### src/rtl/nibble_serial_adder_pkg.sv
`default_nettype none
// ============================================================================
// Module      : nibble_serial_adder_pkg
// Description : Shared nibble width and FSM state encoding for the adder.
// Revision    : 1.0 - initial release
// ============================================================================
package nibble_serial_adder_pkg;

    localparam int NIB_W = 4;

    // 2'b11 is unused; the FSM recovers from it to IDLE.
    typedef enum logic [1:0] {
        IDLE = 2'b00,
        ADD  = 2'b01,
        DONE = 2'b10
    } state_t;

endpackage
`default_nettype wire

### src/rtl/nibble_add_slice.sv
`default_nettype none
// ============================================================================
// Module      : nibble_add_slice
// Description : Purely combinational 4-bit ripple-carry adder slice.
// Revision    : 1.0 - initial release
// ============================================================================
module nibble_add_slice
    import nibble_serial_adder_pkg::*;
(
    input  logic [NIB_W-1:0] a,
    input  logic [NIB_W-1:0] b,
    input  logic             cin,
    output logic [NIB_W-1:0] s,
    output logic             cout
);

    logic [NIB_W:0] w_c;

    assign w_c[0] = cin;

    for (genvar i = 0; i < NIB_W; i++) begin : g_bit
        assign s[i]     = a[i] ^ b[i] ^ w_c[i];
        assign w_c[i+1] = (a[i] & b[i]) | (w_c[i] & (a[i] ^ b[i]));
    end

    assign cout = w_c[NIB_W];

endmodule
`default_nettype wire

### src/rtl/nibble_serial_adder.sv
`default_nettype none
// ============================================================================
// Module      : nibble_serial_adder
// Description : Multi-cycle WIDTH-bit adder reusing one 4-bit ripple slice,
//               one nibble per clock. Optional signed overflow output is
//               enabled with the NIBBLE_SERIAL_OVF_EN macro.
// Revision    : 1.0 - initial release
// ============================================================================
module nibble_serial_adder
    import nibble_serial_adder_pkg::*;
#(
    parameter int WIDTH = 16,
    parameter int NNIB  = WIDTH / 4
)(
    input  logic             clock,
    input  logic             resetn,
    input  logic             start,
    input  logic [WIDTH-1:0] a,
    input  logic [WIDTH-1:0] b,
    input  logic             c_in,
    output logic             busy,
    output logic             done,
    output logic [WIDTH-1:0] sum,
    output logic             c_out
`ifdef NIBBLE_SERIAL_OVF_EN
    ,
    output logic             overflow
`endif
);

    localparam int                CNT_W = $clog2(NNIB);
    localparam logic [CNT_W-1:0]  LAST  = CNT_W'(NNIB - 1);

    state_t             state_q, state_d;
    logic [WIDTH-1:0]   sa_q, sa_d;
    logic [WIDTH-1:0]   sb_q, sb_d;
    logic [WIDTH-1:0]   sr_q, sr_d;
    logic               carry_q, carry_d;
    logic [CNT_W-1:0]   cnt_q, cnt_d;
    logic [WIDTH-1:0]   sum_q, sum_d;
    logic               cout_q, cout_d;

    logic [NIB_W-1:0]   w_s;
    logic               w_co;
    logic [WIDTH-1:0]   w_sr_next;

    nibble_add_slice u_slice (
        .a    (sa_q[NIB_W-1:0]),
        .b    (sb_q[NIB_W-1:0]),
        .cin  (carry_q),
        .s    (w_s),
        .cout (w_co)
    );

    // Each new sum nibble enters at the top, so after NNIB steps sr is in order.
    assign w_sr_next = {w_s, sr_q[WIDTH-1:NIB_W]};

`ifdef NIBBLE_SERIAL_OVF_EN
    logic w_c_msb;
    logic ovf_q, ovf_d;
    // Carry into the MSB recovered from the slice's top sum bit.
    assign w_c_msb = w_s[NIB_W-1] ^ sa_q[NIB_W-1] ^ sb_q[NIB_W-1];
`endif

    always_ff @(posedge clock) begin
        if (!resetn) begin
            state_q <= IDLE;
            sa_q    <= '0;
            sb_q    <= '0;
            sr_q    <= '0;
            carry_q <= 1'b0;
            cnt_q   <= '0;
            sum_q   <= '0;
            cout_q  <= 1'b0;
`ifdef NIBBLE_SERIAL_OVF_EN
            ovf_q   <= 1'b0;
`endif
        end else begin
            state_q <= state_d;
            sa_q    <= sa_d;
            sb_q    <= sb_d;
            sr_q    <= sr_d;
            carry_q <= carry_d;
            cnt_q   <= cnt_d;
            sum_q   <= sum_d;
            cout_q  <= cout_d;
`ifdef NIBBLE_SERIAL_OVF_EN
            ovf_q   <= ovf_d;
`endif
        end
    end

    always_comb begin
        state_d = state_q;
        sa_d    = sa_q;
        sb_d    = sb_q;
        sr_d    = sr_q;
        carry_d = carry_q;
        cnt_d   = cnt_q;
        sum_d   = sum_q;
        cout_d  = cout_q;
`ifdef NIBBLE_SERIAL_OVF_EN
        ovf_d   = ovf_q;
`endif
        case (state_q)
            IDLE: begin
                if (start) begin
                    sa_d    = a;
                    sb_d    = b;
                    carry_d = c_in;
                    cnt_d   = '0;
                    state_d = ADD;
                end
            end
            ADD: begin
                sr_d    = w_sr_next;
                carry_d = w_co;
                sa_d    = sa_q >> NIB_W;
                sb_d    = sb_q >> NIB_W;
                cnt_d   = cnt_q + CNT_W'(1);
                if (cnt_q == LAST) begin
                    sum_d   = w_sr_next;
                    cout_d  = w_co;
`ifdef NIBBLE_SERIAL_OVF_EN
                    ovf_d   = w_c_msb ^ w_co;
`endif
                    state_d = DONE;
                end
            end
            DONE:    state_d = IDLE;
            default: state_d = IDLE;
        endcase
    end

    assign busy  = (state_q != IDLE);
    assign done  = (state_q == DONE);
    assign sum   = sum_q;
    assign c_out = cout_q;
`ifdef NIBBLE_SERIAL_OVF_EN
    assign overflow = ovf_q;
`endif

endmodule
`default_nettype wire
### config.mk
export PLATFORM = sky130hd
export DESIGN_NAME = nibble_serial_adder
export DESIGN_NICKNAME = d
export VERILOG_FILES = /design/src/rtl/nibble_serial_adder_pkg.sv /design/src/rtl/nibble_add_slice.sv /design/src/rtl/nibble_serial_adder.sv
export SDC_FILE = /design/constraint.sdc
export NUM_CORES = 1
export LEC_CHECK = 0
export ABC_AREA = 1
export BUFFER_PORTS_ARGS = -buffer_cell sky130_fd_sc_hd__buf_2
export CORE_UTILIZATION = 47
export DETAILED_ROUTE_END_ITERATION = 10
export MAX_ROUTING_LAYER = met4
export PLACE_DENSITY_LB_ADDON = 0.12
export RECOVER_POWER = 50
export SLEW_MARGIN = 20
export SYNTH_ARGS = -nofsm -noshare
export SYNTH_HDL_FRONTEND = slang
export SYNTH_SLANG_ARGS = --single-unit
export TNS_END_PERCENT = 10
### constraint.sdc
create_clock -name clock -period 3.2 [get_ports clock]
set_clock_uncertainty 0.2 [all_clocks]
set_input_delay 0.16 -clock clock [delete_from_list [all_inputs] [get_ports clock]]
set_output_delay 0.16 -clock clock [all_outputs]
set_load 0.02 [all_outputs]
* Yosys cells after proc, flatten, opt, wreduce, memory -nomap -nowiden *
Cells that the tools add are included.

operators by class
  bitwise operators = 20
  reductions and logical operators = 6
  equal/unequal tests = 5
  add/subtract/negate cells = 1
  multiplexer cells = 11

operator list
  kind                                            count
  case mux 16 bit (2 select lines)                2
  2-to-1 mux 16 bit                               2
  bitwise AND 1 bit                               8
  case mux 2 bit (2 select lines)                 2
  XOR 1 bit                                       8
  2-to-1 mux 2 bit                                3
  AND reduction 2 bit                             3
  == test 2 bit (second input constant)           2
  != test 2 bit (second input constant)           2
  bitwise OR 1 bit                                4
  nonzero test 2 bit                              2
  adder 2 x 1 -> 2 bit (second input constant)    1
  == test 2 x 1 -> 1 bit (second input constant)  1
  zero test 2 bit                                 1
  case mux 1 bit (2 select lines)                 1
  2-to-1 mux 1 bit                                1

word-level totals
  register bits = 70

* Depth between registers and ports, before layout *
Gate-level depths: netlist of run 1.

  depth in word-level cells = 10
  depth in mapped cells = 10

* Cells and area by module *
From an unflattened synthesis of run 1, not the netlist that was laid out.

second synthesis, totals
  cell total of the unflattened synthesis = 399
  area total of the unflattened synthesis = 2899.0 µm²

modules (own cells, without submodules)
  module               cells an instance  area each (µm²)  seq. area each (µm²)  times used
  nibble_serial_adder  385                2781.4           1321.3                1
  nibble_add_slice     14                 117.6            0.0                   1

* Worst setup path after synthesis of run 1 *
No wires, ideal clock.

  kind = register to register
  start point = register sa_q[0]
  end point = register sum_q[15] (netlist: sum[15])
  required time = 2936 ps
  clock period less this slack = 2220 ps
  cell stages (with the launch flop) = 11
  path slack = 980 ps
  arrival time = 1955 ps
  path through = dfxtp_1 > fa_1 > inv_1 > fa_1 > inv_1 > fa_1 > inv_1 > fa_1 > inv_1 > nor2_1 > nor2_1

on the way
  word-level cells in the longest chain between the ends = 8
  elaborated cells between the ends (all ways) = 9
  those cells by class = bitwise: 9

RTL lines
  element                 line                       source
  start, declared         nibble_serial_adder.sv:35  logic [WIDTH-1:0] sa_q, sa_d;
  start signal, assigned  nibble_serial_adder.sv:68  sa_q <= '0;
  start signal, assigned  nibble_serial_adder.sv:80  sa_q <= sa_d;
  XOR 1 bit               nibble_add_slice.sv:23     assign w_c[i+1] = (a[i] & b[i]) | (w_c[i] & (a[i] ^ b[i]));
  bitwise AND 1 bit       nibble_add_slice.sv:23
  bitwise OR 1 bit (*)    nibble_add_slice.sv:23
  bitwise AND 1 bit (*)   nibble_add_slice.sv:23
  bitwise OR 1 bit (*)    nibble_add_slice.sv:23
  bitwise AND 1 bit (*)   nibble_add_slice.sv:23
  bitwise OR 1 bit (*)    nibble_add_slice.sv:23
  XOR 1 bit (*)           nibble_add_slice.sv:22     assign s[i] = a[i] ^ b[i] ^ w_c[i];
  end signal, assigned    nibble_serial_adder.sv:85  sum_q <= sum_d;
  end, declared           nibble_serial_adder.sv:40  logic [WIDTH-1:0] sum_q, sum_d;

Mark *: on every way between the ends. The rest lies on a longest branch, timed or not.
A chain may end at the register's enable or synchronous reset.

* Worst setup path in the final report of run 1 *
  start point = register state_q[1]
  end point = register sb_q[12]

on the way
  word-level cells in the longest chain between the ends = 3
  elaborated cells between the ends (all ways) = 6
  those cells by class = eq/ne: 2; mux: 1; reduce/logical: 3

RTL lines
  element                                                                      line                        source
  start, declared                                                              nibble_serial_adder.sv:34   state_t state_q, state_d;
  start signal, assigned                                                       nibble_serial_adder.sv:79   state_q <= state_d;
  == test 2 x 1 -> 1 bit / zero test 2 bit (equally long branches)             nibble_serial_adder.sv:105  case (state_q)
  nonzero test 2 bit (no source line) / != test 2 bit (equally long branches)  n/a
  AND reduction 2 bit (no source line)                                         n/a
  end signal, assigned                                                         nibble_serial_adder.sv:69   sb_q <= '0;
  end signal, assigned                                                         nibble_serial_adder.sv:81   sb_q <= sb_d;
  end, declared                                                                nibble_serial_adder.sv:36   logic [WIDTH-1:0] sb_q, sb_d;

Parallel ways exist; a longest one is shown, timed or not.

==> flow_summary.yaml, run 1 <==
sta:
  layout_min_cycle_time_ns: 2.520
  fin_ws_ns: 0.6799
  timing.hold.ws_ns: 0.02600
  setup_viol: 0
  fin_tns_setup_ns: 0
  finalHoldViolations: 0
  tightestPinTransition_ns: 1.250
  slew_violations: 0
  fmax_ghz: 0.3968
  rsz0062_at_grt: "false"
  finalCritPeriodShare_pct: 78.75
  max-slew-margin-rel_pct: 16.34
setup_path:
  crit_required_ns: 3.21
  cp-start-kind: "flip-flop"
  rr_startpoint: "state_q[1]"
  critPathArrivalTime_ns: 2.53
  startpoint: "state_q[1]"
  worstPathMaxFanout: 24
  critPathKind: "flip-flop to flip-flop"
  crit_path_end_kind: "flip-flop"
  reg2regPathDepth: 6
  rrSetupSlack_ns: 0.68
detailed_routing:
  wire_per_inst_microns: 12.51
  dr.max_layer_used: "met4"
  wl_met2_microns: 3346
  met3_length_microns: 291
  vias: 2730
  drt_iter0_markers: 149
  drtPass1Iterations: 4
  drc: 0
  avgViaCountPerCell: 5.046
  drt-total-wl_microns: 6770
  met1_length_microns: 3048
  drtAntennaViolNets: 0
grt:
  grt_util_all_layers_pct: 24.06
  overflow: 0
  grt_pass1_wl_microns: 11360
  grt_max_degree: 41
  antenna_found_initial: 0
  grt_pass1_vias: 2542
run_status:
  status: "completed"
place:
  placed_cells: 493
  hpwl_microns: 3995
  gp_congestion: 0.7554
  place.port_buffers: 54
  post-place-ws_ns: 0.8684
  dpl_cell_area_sq_mm: 0.003093
yosys:
  synth_top_cell_area_share_pct: 46.83
  synthFlopType: "dfxtp_1"
  synth_area_sq_mm: 0.002821
  avgSynthCellArea_sq_um: 7.272
  synth_cell_types: 19
  synthCells: 388
  synth_area_leaders: "dfxtp_1, nand3_1, nand2_1, inv_1, nor2_1"
  ys_seq_area_share_pct: 46.83
  syn_nets: 429
  synth-warning-count: 0
  yosysMostFrequentCell: "nand3_1"
  synth_seq_cells: 66
  yosysTopAreaCell: "dfxtp_1"
  async_flop_share_pct: 0
  synth_common_cells: "nand3_1, nand2_1, dfxtp_1, inv_1, nor2_1"
  synth_edf_count: 0
clocking:
  clk_root_buffer_cell: "clkbuf_8"
  cts_resized: 0
  cts_tree: "done"
  cts_buffers: 9
  clock_latency_ns: 0.34
  post_cts_buffers: 0
  cts_buffer_depth: 2
  clkSlewWorstSetupHoldPaths_ns: 0.07
  clock-sinks: 66
  h-tree-depth: 3
final_layout:
  antenna_cells: 0
  final_area_sq_mm: 0.003552
  instances_no_fill: 541
  final_nets: 505
  areaGrowthSynthToFinish_pct: 25.90
  drive_gt1_share_pct: 12.15
  final_core_util_pct: 62.96
pwr:
  clkPwrFrac_pct: 37.7
  p_sw_mw: 0.4578
  total_power_mw: 1.767
  pwr-share-seq_pct: 50.3
  switching_share_pct: 25.90
  combPwrFrac_pct: 12.0
  max-vdd-ir-drop_v: 0.0004333
  powerDensity_mw_per_mm2: 497.5
  intPower_mw: 1.309
  cellLeakagePower_nw: 1.706
hold_path:
  min_path_cells: 5
  worstHoldStart: "a[6]"
  min_path_type: "input pin to flip-flop"
run:
  cap_violations: 0
die:
  initial_core_util_pct: 50.01
  die_h_microns: 79.48
  io_pins: 55
  die_w_microns: 79.48
  dieArea_sq_mm: 0.006317
  rows: 27
  coreArea_sq_mm: 0.005642
## path summary, 6_finish.rpt
path | end
worst min-delay path | sa_q[6]
worst max register to register | sb_q[12]
worst max-delay path | sb_q[12]
worst min register to register | sum[10]
## cell type report
type	count	area (sq um)
clock inverters	6	57.56
fillers	549	2090
inverters	46	172.7
flip-flops and latches	66	1321
well taps	72	90.09
clock buffers	10	127.6
multi-input cells	252	1196
repair buffers	89	586.8
## placed cells by master (no fill, tap or decap)
| cell | count |
|---|---|
| nand2_4 | 1 |
| nand3_1 | 93 |
| clkbuf_1 | 20 |
| clkinvlp_4 | 1 |
| nor2_1 | 37 |
| buf_2 | 36 |
| fa_1 | 4 |
| inv_2 | 3 |
| and3_1 | 1 |
| bufinv_16 | 1 |
| a21oi_1 | 18 |
| clkinv_2 | 4 |
| buf_4 | 2 |
| inv_1 | 43 |
| o21ai_0 | 22 |
| dfxtp_1 | 66 |
| ha_1 | 1 |
| dlygate4sd3_1 | 32 |
| nand2_1 | 75 |
| clkbuf_8 | 9 |
## worst max-delay path, cell delays in order (launching register included)
cell,delay (ns)
dfxtp_1,0.37
inv_2,0.11
nand2_1,0.33
clkbuf_1,0.79
nor2_1,0.32
nand2_1,0.17
a21oi_1,0.08
## cells by family (layout without fill, tap and decap cells)
logic type / count (synthesis) / count (layout) / share of synthesized area, %
AOI/OAI and AO/OA: 40 / 40 / 7.096
adders and majority gates: 5 / 5 / 3.282
buffers and inverters: 70 / 151 / 10.07
DFF: 66 / 66 / 46.83
and+or+nand+nor: 207 / 207 / 32.73
## sequential cells by signal (all words and copies together), names as in the netlist
register,flops
cnt_q,2
sa_q,16
sum,16
c_out,1
sb_q,16
carry_q,1
state_q,2
sr_q,12
## layer usage
| layer | GRT usage, % | vias to the layer above |
|---|---|---|
| met1 | 28.17 | 1274 |
| met2 | 40.00 | 53 |
| met4 | 7.091 | 0 |
| li1 | - | 1393 |
| met3 | 6.857 | 10 |
| met5 | - | - |
## power by group through the flow
stage	registers, mW	clock network (mW)	logic, mW
2_1_floorplan	0.899	0	0.135
3_3_place_gp	0.906	0	0.179
3_5_place_dp	0.908	0	0.182
4_1_cts	0.889	0.683	0.211
5_1_grt	0.893	0.718	0.240
6_report	0.889	0.667	0.211
## timing repair
item,4_1_cts,5_1_grt
hold endpoints to repair,32,0
hold buffers,32,0
setup endpoints to repair,0,0
Note: power is estimated with default switching activity, not from simulation.
==> inputs of run 2 (changes only) <==
==> constraint.sdc (replaced) <==
create_clock -name clock -period 2.2 [get_ports clock]
set_clock_uncertainty 0.2 [all_clocks]
set_input_delay 0.11 -clock clock [delete_from_list [all_inputs] [get_ports clock]]
set_output_delay 0.11 -clock clock [all_outputs]
set_load 0.02 [all_outputs]
==> run 2 against run 1 <==
  * Sequential cell count is the same
  * Via count is 1.6% higher
  * Critical path depth is 4 higher
  * Register-to-register slack got worse by 0.72 ns
  * Critical path type unchanged
  * The run now ends with negative setup slack left
  * Die area unchanged
  * Sequential share of layout area fell by 1.4 points
  * Largest cell class unchanged
==> flow_summary.yaml, run 2 (synthesized netlist as in run 1, its figures left out) <==
die:
  coreArea_sq_mm: 0.005642
  initial_core_util_pct: 50.01
  die_w_microns: 79.48
  rows: 27
  dieArea_sq_mm: 0.006317
  io_pins: 55
  die_h_microns: 79.48
detailed_routing:
  drt_iter0_markers: 125
  drc: 0
  wire_per_inst_microns: 12.57
  drtPass1Iterations: 4
  vias: 2775
  drt-total-wl_microns: 6927
  drtAntennaViolNets: 0
  avgViaCountPerCell: 5.036
clocking:
  clock_latency_ns: 0.34
  h-tree-depth: 3
  cts_tree: "done"
  cts_buffer_depth: 2
  clkSlewWorstSetupHoldPaths_ns: 0.07
  clock-sinks: 66
  cts_buffers: 9
  clk_root_buffer_cell: "clkbuf_8"
setup_path:
  crit_required_ns: 2.28
  worst-path-stages: 10
  critPathBufInv: 4
  worstPathMaxFanout: 2
  cp-start-kind: "flip-flop"
  critPathSlowestCell: "fa_1"
  critPathKind: "flip-flop to flip-flop"
  cpLargestDelayFamily: "adder cells"
  rr_startpoint: "sa_q[0]"
  endpoint: "sum[15]"
  reg2regPathDepth: 10
  path_cells: "fa_2 -> inv_2 -> fa_2 -> inv_2 -> fa_2 -> inv_2 -> fa_1 -> inv_1 -> nor2_1 -> nor2_1"
  rr_endpoint: "sum[15]"
  startpoint: "sa_q[0]"
  max_stage_delay_ns: 0.41
  rrSetupSlack_ns: -0.04
  crit_path_end_kind: "flip-flop"
  critPathArrivalTime_ns: 2.31
place:
  dpl_cell_area_sq_mm: 0.003159
  gp_congestion: 0.7531
  place.port_buffers: 54
  hpwl_microns: 4205
sta:
  fin_tns_setup_ns: -0.03574
  max-slew-margin-rel_pct: 68.40
  setup_viol: 1
  finalCritPeriodShare_pct: 101.6
  finalHoldViolations: 0
  fin_ws_ns: -0.03574
  rsz0062_at_grt: "true"
  tightestPinTransition_ns: 0.4735
  slew_violations: 0
  timing.hold.ws_ns: 0.1096
  layout_min_cycle_time_ns: 2.236
  fmax_ghz: 0.4473
pwr:
  cellLeakagePower_nw: 1.767
  max-vdd-ir-drop_v: 0.0006369
  powerDensity_mw_per_mm2: 703.8
final_layout:
  drive_gt1_share_pct: 15.87
  final_cell_mix: "nand3_1, nand2_1, dfxtp_1, inv_1"
  final_common_cell: "nand3_1"
  final_area_sq_mm: 0.003702
  final_nets: 516
  antenna_cells: 0
  areaGrowthSynthToFinish_pct: 31.22
  final_core_util_pct: 65.62
run_status:
  status: "finished with violations"
  violations: "negative setup slack"
grt:
  antenna_found_initial: 0
  overflow: 0
  grt_util_all_layers_pct: 24.79
  met3_usage_pct: 7.543
  top_usage_layer: "met2"
  grt_max_degree: 37
  gr-usage-met1_pct: 27.31
  grt_pass1_vias: 2599
  grt_use_met2_pct: 42.91
  grt_pass1_wl_microns: 11700
run:
  cap_violations: 0
hold_path:
  min_path_type: "input pin to flip-flop"
[run 2: changes by cell type in the layout (fill, tap and decap cells not counted), sizes merged]
cell	delta
clkinvlp	-1
clkinv	-2
buf	+8
dlygate4sd3	+5
[run 2: worst min path at each step]
stage          start        to  slack [ns]  cells past startpoint
2_1_floorplan  a[14]  sa_q[14]        0.05                      2
3_3_place_gp   a[14]  sa_q[14]        0.16                      3
3_5_place_dp   a[14]  sa_q[14]        0.17                      3
4_1_cts        start  cnt_q[1]        0.09                      4
5_1_grt        start  cnt_q[1]        0.11                      4
6_report       start  cnt_q[1]        0.11                      4
[run 2: worst reg2reg max path, stage by stage, from the launching register on]
cell     delay [ns]
dfxtp_2        0.34
fa_2           0.38
inv_2          0.06
fa_2           0.19
inv_2          0.04
fa_2           0.32
inv_2          0.06
fa_1           0.41
inv_1          0.07
nor2_1         0.04
nor2_1         0.08
[run 2: report_power, final]
| group | total, mW | switching (mW) | internal (mW) |
|---|---|---|---|
| sequential | 1.29 | 0.0362 | 1.26 |
| combinational | 0.341 | 0.183 | 0.158 |
| clock | 0.973 | 0.428 | 0.545 |
[run 2: metal layers]
layer,wire [microns],vias up,part of all wire [%]
met5,0,-,0
met4,48,0,0.69
met3,319,6,4.6
met2,3551,74,51
met1,3008,1284,43
li1,-,1411,-
[run 2: through the flow]
step	instances	power [mW]	worst slack, ns
floorplan	388	1.508	0.02121
global placement	499	1.596	-0.03938
detailed placement	499	1.602	-0.06822
CTS	551	2.631	-0.03951
global route	551	2.748	-0.1269
finish	551	2.606	-0.03574
[run 2: repair_timing]
| item | 4_1_cts | 5_1_grt |
|---|---|---|
| resized for setup | 3 | 2 |
| setup buffers | 0 | 0 |
| hold buffers | 37 | 0 |
| setup endpoints to repair | 3 | 5 |
| endpoints found under the hold margin | 44 | 0 |
| pin swaps | 3 | 0 |
[run 2: layout make-up]
class,count,area (sq um)
clock buffers,12,145.1
clock inverters,3,40.04
fillers,521,1939
inverters,46,172.7
multi-input cells,252,1224
flip-flops and latches,66,1324
well taps,72,90.09
repair buffers,100,706.9
